===== config.mk =====
export PLATFORM = sky130hd
export DESIGN_NAME = matrix_result_tx
export DESIGN_NICKNAME = d
export VERILOG_FILES = /design/src/rtl/matrix_result_tx.sv
export SDC_FILE = /design/constraint.sdc
export NUM_CORES = 1
export LEC_CHECK = 0
export BUFFER_PORTS_ARGS = -buffer_cell sky130_fd_sc_hd__buf_2
export CORE_MARGIN = 2
export CORE_UTILIZATION = 41
export CTS_CLUSTER_DIAMETER = 100
export DETAILED_ROUTE_END_ITERATION = 8
export PLACE_DENSITY = 0.6
export SLEW_MARGIN = 30
export SYNTH_ARGS = -nofsm -noshare
export SYNTH_HDL_FRONTEND = slang
export SYNTH_SLANG_ARGS = --single-unit
export TNS_END_PERCENT = 30

===== constraint.sdc =====
create_clock -name clk -period 5.3 [get_ports clk]
set_clock_uncertainty 0.2 [all_clocks]
set_input_delay 0.265 -clock clk [delete_from_list [all_inputs] [get_ports clk]]
set_output_delay 0.265 -clock clk [all_outputs]
set_load 0.01 [all_outputs]

===== src/rtl/matrix_result_tx.sv =====
// -----------------------------------------------------------------------------
// matrix_result_tx
//
// Serialises the nine 18-bit results of a 3x3 matrix multiplier into a byte
// stream with a valid/ready handshake. A rising edge on `done` snapshots C and
// starts a frame:
//   [HEADER_BYTE]  (only when HEADER_EN = 1)
//   27 payload bytes: for each C[i], i = 0..8: C[i][7:0], C[i][15:8],
//                     {6'b0, C[i][17:16]}
//   1 checksum byte: XOR of the 27 payload bytes (header excluded)
//
// Ports
//   clk         rising-edge clock
//   reset       asynchronous, active-low reset
//   done        result-ready level from the multiplier (rising edge = start)
//   C[0:8]      multiplier results, row-major
//   clear       synchronous clear of the sticky overrun flag
//   data_ready  downstream can accept a byte
//   data_out    byte on offer
//   data_valid  data_out holds a valid byte
//   busy        a frame is in progress
//   frame_done  one-cycle pulse after the checksum byte is accepted
//   overrun     sticky: a done rising edge arrived while busy (not queued)
// -----------------------------------------------------------------------------
module matrix_result_tx #(
  parameter bit         HEADER_EN   = 1'b1,
  parameter logic [7:0] HEADER_BYTE = 8'hA5
) (
  input  logic        clk,
  input  logic        reset,
  input  logic        done,
  input  logic [17:0] C [0:8],
  input  logic        clear,
  input  logic        data_ready,
  output logic [7:0]  data_out,
  output logic        data_valid,
  output logic        busy,
  output logic        frame_done,
  output logic        overrun
);

  typedef enum logic [1:0] {
    S_IDLE,
    S_HEADER,
    S_DATA,
    S_CHECK
  } state_t;

  localparam logic [4:0] LAST_BYTE = 5'd26;

  state_t      state;
  state_t      state_nxt;
  logic        done_q;
  logic        start;
  logic        handshake;
  logic [4:0]  byte_idx;
  logic [17:0] snap    [0:8];
  logic [7:0]  payload [0:26];
  logic [7:0]  checksum;

  assign start      = done & ~done_q;
  assign busy       = (state != S_IDLE);
  // Every non-idle state has a byte on offer, so valid and busy coincide;
  // this also gives the one-cycle latency from done rising to the first byte.
  assign data_valid = busy;
  assign handshake  = data_valid & data_ready;

  // Flatten the snapshot into the payload byte order and fold the checksum.
  always_comb begin : payload_map
    checksum = '0;
    for (int i = 0; i < 9; i++) begin
      payload[3*i]   = snap[i][7:0];
      payload[3*i+1] = snap[i][15:8];
      payload[3*i+2] = {6'b0, snap[i][17:16]};
    end
    for (int k = 0; k < 27; k++) begin
      checksum = checksum ^ payload[k];
    end
  end

  // State register.
  always_ff @(posedge clk or negedge reset) begin
    if (!reset) begin
      state <= S_IDLE;
    end else begin
      // NOTE: sequential state uses non-blocking assignments so every flop
      // samples the pre-edge values regardless of statement order.
      state <= state_nxt;
    end
  end

  // Next-state logic.
  always_comb begin : next_state
    // NOTE: assign a default before the case so no path leaves state_nxt
    // unassigned, which would infer a latch.
    state_nxt = state;
    case (state)
      S_IDLE:   if (start)     state_nxt = HEADER_EN ? S_HEADER : S_DATA;
      S_HEADER: if (handshake) state_nxt = S_DATA;
      S_DATA:   if (handshake && (byte_idx == LAST_BYTE)) state_nxt = S_CHECK;
      S_CHECK:  if (handshake) state_nxt = S_IDLE;
      default:                 state_nxt = S_IDLE;
    endcase
  end

  // Output byte mux; idle drives zero so data_out is 0 during reset.
  always_comb begin : out_mux
    data_out = '0;
    case (state)
      S_HEADER: data_out = HEADER_BYTE;
      S_DATA:   data_out = payload[byte_idx];
      S_CHECK:  data_out = checksum;
      default:  data_out = '0;
    endcase
  end

  // Datapath: edge detect, snapshot, byte index, status flags.
  always_ff @(posedge clk or negedge reset) begin
    if (!reset) begin
      done_q     <= 1'b0;
      byte_idx   <= '0;
      frame_done <= 1'b0;
      overrun    <= 1'b0;
      // NOTE: the snapshot is a small register bank, not RAM, and must read
      // as zero out of reset, so it is reset explicitly.
      for (int i = 0; i < 9; i++) begin
        snap[i] <= '0;
      end
    end else begin
      done_q     <= done;
      frame_done <= (state == S_CHECK) && handshake;

      // A new overrun event wins over a simultaneous clear.
      if (start && busy) begin
        overrun <= 1'b1;
      end else if (clear) begin
        overrun <= 1'b0;
      end

      if ((state == S_IDLE) && start) begin
        for (int i = 0; i < 9; i++) begin
          snap[i] <= C[i];
        end
        byte_idx <= '0;
      end else if ((state == S_DATA) && handshake) begin
        byte_idx <= (byte_idx == LAST_BYTE) ? 5'd0 : byte_idx + 5'd1;
      end
    end
  end

endmodule


After elaboration in Yosys (flattened, before gate mapping)
Index checks and enable logic that the tools add are counted.
{"block": "classes", "mul": 0, "eq_ne": 8, "bitwise": 30, "mux": 14, "reduce_logical": 10, "div_mod_pow": 0, "order_cmp": 1, "shift": 0, "addsub": 1}
{"operator": "$xor A8 B8 Y8", "count": 17}
{"operator": "$xor A8 B2 Y8", "count": 9}
{"operator": "$bmux W8 S5", "count": 1}
{"operator": "$pmux W8 S3", "count": 1}
{"operator": "$mux W8", "count": 2}
{"operator": "$mux W5", "count": 3}
{"operator": "$mux W2", "count": 4}
{"operator": "$ne A2 B2 Y1 const B", "count": 4}
{"operator": "$pmux W2 S4", "count": 1}
{"operator": "$ge A6 B6 Y1 const B", "count": 1}
{"operator": "$not A5 Y6", "count": 1}
{"operator": "$reduce_bool A2 Y1", "count": 3}
{"operator": "$add A5 B1 Y5 const B", "count": 1}
{"operator": "$eq A5 B5 Y1 const B", "count": 1}
{"operator": "$logic_and A1 B1 Y1", "count": 5}
{"operator": "$eq A2 B2 Y1 const B", "count": 2}
{"operator": "$reduce_and A4 Y1", "count": 1}
{"operator": "$and A1 B1 Y1", "count": 2}
{"operator": "$eq A2 B1 Y1 const B", "count": 1}
{"operator": "$logic_not A2 Y1", "count": 1}
{"operator": "$mux W1", "count": 2}
{"operator": "$not A1 Y1", "count": 1}
{"block": "totals", "memories": 0, "latchBits": 0, "elab_cells": 78, "romBits": 0, "ram_bits": 0, "ff_bits": 172, "out_inout_bits": 12}

Logic depth before layout (Yosys ltp)
{"block": "logic_depth", "depth_word": 27, "ltp_mapped": 10, "depth_no_buf": 8}

Worst setup path after synthesis
No wires, ideal clock.
{"block": "synth_timing", "path_type": "register to output", "from": "register byte_idx[1]", "to": "output data_out[1]", "arrival_ns": 1.927, "path_stages_with_launch": 7, "path_buffers": 2, "slack_ns": 2.908, "path_cell_list": "dfrtp_1 -> buf_2 -> buf_2 -> mux4_2 -> mux4_2 -> o211ai_1 -> o21ai_1"}
{"block": "synth_via", "elab_chain_len": 5}
{"element": "start, declared", "line": "56", "rtl": "logic [4:0] byte_idx;"}
{"element": "start signal, assigned", "line": "146", "rtl": "byte_idx <= (byte_idx == LAST_BYTE) ? 5'd0 : byte_idx + 5'd1;"}
{"element": "$not A5 Y6 (implied by the code)", "line": "111", "rtl": "S_DATA: data_out = payload[byte_idx];"}
{"element": "$bmux W8 S5", "line": "111"}
{"element": "$mux W8 (implied by the code) (2 in a row)", "line": "111"}
{"element": "$pmux W8 S3", "line": "109", "rtl": "case (state)"}
{"element": "end, declared", "line": "35", "rtl": "output logic [7:0] data_out,"}
No other way between the ends. The select of a mux whose other input is x is not followed.

Final worst setup path
{"block": "layout_timing", "from": "register byte_idx[0]", "to": "output data_out[0]"}
The elaborated chain is that of the path after synthesis.

==> results.sh <==
export IMPL_period_minus_slack_ps=3900
export IMPL_num_rows=55
export IMPL_power_leakage_nw=5.37
export IMPL_report_final_hold_viol_count=0
export IMPL_timing_critical_path_from_type="flop"
export IMPL_layout_cells_non_filler=1360
export IMPL_globalplace_congestion=0.814
export IMPL_post_synthesis_register_bit_count=172
export IMPL_post_synth_main_area_contributors="dfrtp_1, mux2_2, xnor2_1"
export IMPL_synth_distinct_cells=43
export IMPL_powerDensity_nw_per_um2=721
export IMPL_dp_final_hpwl_um=17100
export IMPL_grt_pass1_wl_um=39800
export IMPL_synthesis_yosys_warnings=0
export IMPL_cts_inserted_buffers=17
export IMPL_timing_hold_worst_start="data_ready"
export IMPL_run_status="complete, no violations"
export IMPL_max_clock_freq_mhz=256
export IMPL_fillCellCount=1897
export IMPL_synth_nets=906
export IMPL_gr_util_all_layers_pct=21.5
export IMPL_first_global_vias=6958
export IMPL_htree_num_levels=4
export IMPL_grt_overflow_total=0
export IMPL_grt_start_max_net_pins=93
export IMPL_numClockSinks=172
export IMPL_totalWireLength_um=25300
export IMPL_detail_route_first_pass_iterations=5
export IMPL_synth_area_per_cell_um2=12.8
export IMPL_max_slew_margin_rel_pct=41.1
export IMPL_drive_above_1_share_pct=38.7
export IMPL_synth_commonest_cells="mux2_2, dfrtp_1, xnor2_1"
export IMPL_max_slew_worst_pin_slew_ps=884
export IMPL_route_vias_total=6942
export IMPL_worst_hold_path_type="input port to flop"
export IMPL_port_buffers=178
export IMPL_io_pins=179
export IMPL_worstPathRequired_ps=4840
export IMPL_setup_worst_path_start="byte_idx[0]$_DFFE_PN0P_"
export IMPL_cts_root_buf="clkbuf_16"
export IMPL_netlist_area_um2=9360
export IMPL_setup_worst_path_end_class="output pin"
export IMPL_yosys_cell_count_top_type="mux2_2"
export IMPL_cts_path_max_buffers=2
export IMPL_avgViaCountPerCell=5.10
export IMPL_tritoncts_clock_tree="built"
export IMPL_clk_pin_slew_ps=60
export IMPL_die_area_um2=24000
export IMPL_fin_setup_tns_ps=0
export IMPL_synthCells=733
export IMPL_regArea_um2=4310
export IMPL_flow_area_growth_from_synthesis_pct=36.2
export IMPL_critical_path_max_fanout=33
export IMPL_floorplan_die_height_um=155
export IMPL_final_cell_area_um2=12700
export IMPL_place_inst=1163
export IMPL_dominantRegCellSynth="dfrtp_1"
export IMPL_initial_utilization_pct=41.6
export IMPL_grt_antenna_before_repair=1
export IMPL_postSynth_asyncResetShare_pct=100
export IMPL_placeableCoreArea_um2=22500
export IMPL_skew_pair_late_insertion_delay_ps=430
export IMPL_place_area_um2=10500
export IMPL_nets=1235
export IMPL_maxCapViolCount=0
export IMPL_synth_enable_flop_cells=0
export IMPL_final_setup_viol_count=0
export IMPL_worst_ep_arrival_time_ps=3440
export IMPL_timing_rr_start="state[1]$_DFFE_PN0P_"
export IMPL_die_x_um=155
export IMPL_vdd_drop_max_mv=0.333
export IMPL_yosysSeqAreaShare_pct=46.0
export IMPL_path_class="flop to output pin"
export IMPL_detail_route_iter0_violations=328
export IMPL_yosys_area_top_type="dfrtp_1"
export IMPL_synth_top_cell_area_share_pct=46.0
export IMPL_multi_input_comb_area_um2=4830
export IMPL_routed_antenna_nets=0
export IMPL_drcViolationCount=0
export IMPL_finalCritPeriodShare_pct=73.6
export IMPL_wl_per_cell_um=18.6
export IMPL_drv_slew=0
export IMPL_grt_setup_unrepaired="no"
[report_power, final]
part | switching, mW | total [mW] | internal [mW]
Combinational | 2.18 | 5.17 | 2.99
Clock | 0.532 | 1.26 | 0.729
Sequential | 0.798 | 2.77 | 1.97
[through the flow]
step	worst slack (ps)	power, mW	util [%]	hold WS [ps]
3_5_place_dp	1730	7.80	46.7	135
3_3_place_gp	1900	7.76	46.7	133
6_report	1400	9.20	56.6	65.2
4_1_cts	1310	9.20	56.6	48.2
2_1_floorplan	2910	6.70	-	-231
5_1_grt	1220	9.84	56.6	56.6
[cell type report]
class                   instances  share of cell area, %
diodes                          1                 0.0196
well taps                     285                   2.80
repair buffers                353                   20.7
clock buffers                  21                   3.69
inverters                       6                  0.177
clock inverters                10                  0.913
flip-flops and latches        172                   33.8
multi-input cells             512                   37.9
[worst max-delay path, stage by stage, from the launching register on]
cell and delay, ps:
dfrtp_2 940, buf_4 440, mux4_1 580, mux4_2 510, o2111ai_1 200, o221ai_1 150
buf_2 180
[logic make-up (layout without fill, tap and decap cells)]
logic type	after synthesis	in the layout	share of synthesized area [%]
buf+inv	49	390	2.42
mux	210	210	26.8
xor+xnor	152	152	14.5
fa+ha+maj	6	6	0.802
compound gates	98	98	7.13
other cells	0	1	0
flops	172	172	46.0
simple gates	46	46	2.35
[worst paths after layout]
path	endpoint	slack [ps]	cells past startpoint
max	data_out[0]	1400	6
min	byte_idx[3]$_DFFE_PN0P_	70	3
max reg2reg	payload[9]$_DFFE_PN0P_	2270	6
min reg2reg	overrun$_DFFE_PN0P_	330	2
max in group asynchronous	payload[80]$_DFFE_PN0P_	3440	3
min in group asynchronous	payload[56]$_DFFE_PN0P_	220	2
[metal layers]
| layer | part of all wire [%] | routed length (um) | global-route usage, % |
|---|---|---|---|
| met1 | 49 | 12300 | 31.7 |
| met2 | 45 | 11500 | 32.9 |
| met3 | 3.9 | 996 | 3.06 |
| met4 | 2.1 | 535 | 6.88 |
| met5 | 0 | 0 | 0 |
[registers in the layout, summed over array words and instances (netlist names)]
name and cells:
payload 162, overrun 1, byte_idx 5, frame_done 1
done_q 1, state 2
[cells in the final DEF, fill, tap and decap left out, types with 2 or more instances in the layout]
cell type,n
mux4_2,13
nor2b_1,2
a211oi_1,11
a22oi_1,15
buf_2,177
clkinv_2,3
xor2_1,14
nor4_1,3
dfrtp_1,170
a21oi_1,18
nor2b_2,2
buf_4,9
clkbuf_8,3
o221ai_1,3
o22ai_1,5
o21ai_0,18
dfrtp_2,2
clkinv_4,3
xnor3_1,2
inv_1,6
clkbuf_16,17
ha_1,6
nor2_1,18
mux2_2,180
mux2i_1,16
clkinvlp_4,2
a211o_1,2
a221oi_1,16
o211ai_1,3
bufinv_16,2
xnor2_1,136
nand2_1,9
nand2b_1,4
dlygate4sd3_1,165
o31ai_1,2
[repair_timing]
action,in CTS,in global routing
gates resized for setup,0,0
endpoints found under the hold margin,233,0
buffers inserted,0,0
hold buffers,165,0
setup endpoints to repair,0,0
Power figures use the tool's default switching activity.
